<file path="config.mk">
export PLATFORM = sky130hd
export DESIGN_NAME = t48_bus_cycle_sched
export DESIGN_NICKNAME = d
export VERILOG_FILES = /design/src/rtl/t48_bus_cycle_sched.sv
export SDC_FILE = /design/constraint.sdc
export NUM_CORES = 1
export LEC_CHECK = 0
export ABC_AREA = 1
export BUFFER_PORTS_ARGS = -buffer_cell sky130_fd_sc_hd__clkbuf_2
export CELL_PAD_IN_SITES_DETAIL_PLACEMENT = 0
export CELL_PAD_IN_SITES_GLOBAL_PLACEMENT = 2
export CORE_MARGIN = 2
export CORE_UTILIZATION = 23
export CTS_BUF_LIST = sky130_fd_sc_hd__clkbuf_4
export CTS_CLUSTER_DIAMETER = 50
export DETAILED_ROUTE_END_ITERATION = 7
export GPL_TIMING_DRIVEN = 0
export MAX_ROUTING_LAYER = met4
export PLACE_DENSITY = 0.81
export SLEW_MARGIN = 20
export SYNTH_ARGS = -nofsm -noshare
export SYNTH_HDL_FRONTEND = slang
export SYNTH_SLANG_ARGS = --single-unit
</file>
<file path="constraint.sdc">
create_clock -name clk_i -period 1.3 [get_ports clk_i]
set_clock_uncertainty 0.05 [all_clocks]
set_input_delay 0.065 -clock clk_i [delete_from_list [all_inputs] [get_ports clk_i]]
set_output_delay 0.065 -clock clk_i [all_outputs]
set_load 0.03 [all_outputs]
</file>
<file path="src/rtl/t48_bus_cycle_sched.sv">
// External-bus cycle scheduler for the T48 timing generator: arbitrates fetch,
// MOVX read/write and expander PROG, and drives the generator's strobe requests.
module t48_bus_cycle_sched #(
  parameter int unsigned STARVE_LIMIT = 3
) (
  input  logic       clk_i,
  input  logic       res_i,
  input  logic       en_clk_i,
  input  logic [2:0] mstate_i,
  input  logic       second_cycle_i,
  input  logic       fetch_req_i,
  input  logic       rd_req_i,
  input  logic       wr_req_i,
  input  logic       exp_req_i,
  output logic [3:0] ack_o,
  output logic [1:0] grant_o,
  output logic       busy_o,
  output logic       multi_cycle_o,
  output logic       assert_psen_o,
  output logic       assert_prog_o,
  output logic       assert_rd_o,
  output logic       assert_wr_o
);

  localparam logic [1:0] ST_IDLE  = 2'd0;
  localparam logic [1:0] ST_FETCH = 2'd1;
  localparam logic [1:0] ST_MC1   = 2'd2;
  localparam logic [1:0] ST_MC2   = 2'd3;

  localparam logic [2:0] MS_S1 = 3'd0;
  localparam logic [2:0] MS_S2 = 3'd1;
  localparam logic [2:0] MS_S4 = 3'd3;
  localparam logic [2:0] MS_S5 = 3'd4;

  localparam logic [1:0] G_FETCH = 2'd0;
  localparam logic [1:0] G_RD    = 2'd1;
  localparam logic [1:0] G_WR    = 2'd2;
  localparam logic [1:0] G_EXP   = 2'd3;

  localparam logic [3:0] LIMIT = 4'(STARVE_LIMIT);

  logic [1:0] state;
  logic [1:0] grant;
  logic [3:0] starve_cnt;
  logic       multi_cycle;
  logic [3:0] ack;

  logic       decide;
  logic       any_req;
  logic [1:0] winner;

  always_comb begin
    decide  = en_clk_i && (mstate_i == MS_S1) && (state == ST_IDLE);
    any_req = fetch_req_i | rd_req_i | wr_req_i | exp_req_i;
    // A fetch that has lost LIMIT arbitrations in a row jumps the fixed priority.
    if (fetch_req_i && (starve_cnt == LIMIT)) winner = G_FETCH;
    else if (exp_req_i)                        winner = G_EXP;
    else if (wr_req_i)                         winner = G_WR;
    else if (rd_req_i)                         winner = G_RD;
    else                                       winner = G_FETCH;
  end

  always_ff @(posedge clk_i or posedge res_i) begin
    if (res_i) begin
      state       <= ST_IDLE;
      grant       <= G_FETCH;
      starve_cnt  <= '0;
      multi_cycle <= 1'b0;
      ack         <= '0;
    end else begin
      ack <= '0;
      if (en_clk_i) begin
        if (mstate_i == MS_S2) multi_cycle <= 1'b0;
        if (decide) begin
          if (!fetch_req_i || winner == G_FETCH) starve_cnt <= '0;
          else if (starve_cnt != LIMIT)          starve_cnt <= starve_cnt + 4'd1;
        end
        case (state)
          ST_IDLE: begin
            if (decide && any_req) begin
              grant       <= winner;
              state       <= (winner == G_FETCH) ? ST_FETCH : ST_MC1;
              multi_cycle <= (winner != G_FETCH);
            end
          end
          ST_FETCH: begin
            if (mstate_i == MS_S5) begin
              state <= ST_IDLE;
              ack   <= 4'b0001;
            end
          end
          ST_MC1: begin
            if (mstate_i == MS_S5 && !second_cycle_i) state <= ST_MC2;
          end
          ST_MC2: begin
            // A missing second cycle is a protocol fault: drop the operation without ack.
            if (mstate_i == MS_S5) begin
              state <= ST_IDLE;
              if (second_cycle_i) ack <= 4'b0001 << grant;
            end
          end
          default: state <= ST_IDLE;
        endcase
      end
    end
  end

  always_comb begin
    assert_psen_o = (state == ST_FETCH) && (mstate_i == MS_S4);
    assert_prog_o = (state == ST_MC1) && (grant == G_EXP) && (mstate_i == MS_S4) && !second_cycle_i;
    assert_rd_o   = (state == ST_MC1) && (grant == G_RD)  && (mstate_i == MS_S5) && !second_cycle_i;
    assert_wr_o   = (state == ST_MC1) && (grant == G_WR)  && (mstate_i == MS_S5) && !second_cycle_i;
  end

  assign ack_o         = ack;
  assign grant_o       = grant;
  assign busy_o        = (state != ST_IDLE);
  assign multi_cycle_o = multi_cycle;

endmodule
</file>
==> flow_summary.ini <==
[synthesis]
syn_avg_cell_area_um2 = 7.25
ys_types = 19
synth_compound_area_share_pct = 5.54
syn_inst = 106
yosys-mux-area-fraction_pct = 0
synth_top_family_by_area = simple AND/OR/NAND/NOR gates
ys_seq_area_share_pct = 42.3
synth_largest_area_cell = dfrtp_1
syn_nets = 118
synth_top_area_share_pct = 42.3
synth-warning-count = 0
synth_area_leaders = dfrtp_1, nand2_1, inv_1
ys_ff_latch = 13
synth_area_um2 = 768
yosys.area_share.simple_pct = 39.9
synth_xor_area_share_pct = 2.28
synth-adder-area-share_pct = 1.63

[run_status]
violations = setup timing
status = complete, but fails checks

[sta]
max_freq_mhz = 667
fin_crit_sh_pct = 115
slew_headroom_pct = 65.7
fin_crit_ns = 1.50
hold_viol = 0
setup_violations = 13
rsz0062_at_grt = yes
final.setup.worst_slack_ns = -0.200
drv_slew = 0
worst_pin_slew_ns = 0.514

[global_routing]
overflow = 0
grt_max_degree = 14
grt_pass1_vias = 815
antenna_found_initial = 0
grt_util_all_layers_pct = 12.6
grt_pass1_wl_um = 3450

[power_and_ir_drop]
p_total_mw = 2.28
ir_drop_uv = 822
leakage_nw = 0.703
power_density_mw_per_mm2 = 1670

[worst_setup_path]
crit_path_end_kind = output port
startpoint = state[0]
reg2reg_from = state[1]
critPathKind = reg -> out
crit_required_ns = 1.19
cp_max_fo = 4
cp.arrival_ns = 1.38
startpoint_type = flip-flop

[die]
die_y_um = 61.8
coreArea_mm2 = 0.00310
start_util_pct = 24.8
ios = 23
fp.dieArea_mm2 = 0.00382
die_x_um = 61.8
rows = 20

[clocking]
insertion_delay_ns = 0.27
numCtsBuffers = 3
h-tree-depth = 1
clkSlewWorstSetupHoldPaths_ns = 0.08
clk_path_buf_depth = 2
clock-sinks = 13
cts_tree = built
clock-root-buffer = clkbuf_4

[place]
gp_congestion = 0.799
place_inst = 172
dp_slack_ns = -0.150
placed_area_um2 = 985
dp_hpwl_um = 1410
io_buffers = 22

[drt]
drt_iter0_markers = 13
detail_route.first_pass.iterations = 3
drc_errors = 0
ant_nets = 0
vias_per_cell = 4.22
wl_per_cell_um = 10.6
wl_um = 2070
vias = 822

[cells_and_area]
most-common-layout-cells = nand2_1, clkbuf_2, inv_1, buf_4
nNetsFinal = 164
drive_above_1_share_pct = 56.3
final_cells = 195
fin_util_pct = 44.1
diodes = 0
stdcell_area_mm2 = 0.00137
layout_commonest_cell = nand2_1
area_growth_pct = 78.2

[min_path]
hold_path_class = in -> reg
hp-start = fetch_req_i

[run]
maxCapViolCount = 0
## timing repair
action / 4_1_cts / 5_1_grt
buffers inserted: 15 / 4
pin swaps: 14 / 8
cloned: 1 / 0
setup endpoints to repair: 14 / 17
hold endpoints to repair: 13 / 0
hold buffers: 1 / 0
resized for setup: 38 / 23
## area by class of cell
cell class,count,area (µm²)
flip-flops and latches,13,329
inverters,17,68.8
repair buffers,41,335
fillers,331,1730
well taps,44,55.1
clock buffers,4,30.0
multi-input cells,76,551
## path summary, 6_finish.rpt
| path | to | slack, ns | cells after the start |
|---|---|---|---|
| setup / recovery | assert_rd_o | -0.20 | 4 |
| hold / removal | starve_cnt[0] | 0.03 | 3 |
| setup reg to reg | state[0] | -0.13 | 9 |
| hold reg to reg | multi_cycle_o | 0.43 | 2 |
| max in group asynchronous | state[1] | 0.52 | 3 |
| min in group asynchronous | starve_cnt[3] | 0.30 | 3 |
## cell usage after synthesis, drive strengths merged
cell type and n:
xor2 1, o21a 1, nor2 11, a21oi 2, nand2 36, nor4 2
nor3 5, nand3 9, nand4 1, o21ai 5, dfrtp 13, inv 17
ha 1, xnor2 1, nand3b 1
## cells by family (layout without fill, tap and decap cells)
logic type | after synthesis | count (layout)
and+or+nand+nor | 65 | 65
buffers and inverters | 17 | 62
DFF | 13 | 13
AOI/OAI and AO/OA | 8 | 8
xor gates and xnor gates | 2 | 2
adders and majority gates | 1 | 1
## layer usage
metal,part of all wire (%),GRT usage [%]
met1,43,14.0
met2,53,22.3
met3,4.1,3.11
met4,0,3.65
met5,0,-
## through the flow
stage                     setup TNS [ns]  hold slack (ns)
final                              -1.37           0.0310
after CTS                          -1.46           0.0320
after detailed placement           -1.18           0.0684
after global placement             -1.15           0.0608
after floorplan                   -0.103           -0.108
after global routing               -2.50           0.0321
## power by group
part	switching [mW]	leakage [nW]	total, mW	internal [mW]
clock network	0.132	0.0184	0.272	0.140
registers	0.121	0.169	0.639	0.518
logic	0.744	0.516	1.37	0.624
## critical path: stages (launching register included)
cell and delay, ns:
dfrtp_2 0.46, nor2_4 0.15, inv_4 0.07, nor4_4 0.23, clkbuf_8 0.21
## sequential cells by signal, indices dropped and copies added, names as in the netlist
register and flops:
ack_o 4, starve_cnt 4, grant_o 2, state 2, multi_cycle_o 1
No activity file was read; power rests on OpenSTA's default activity.
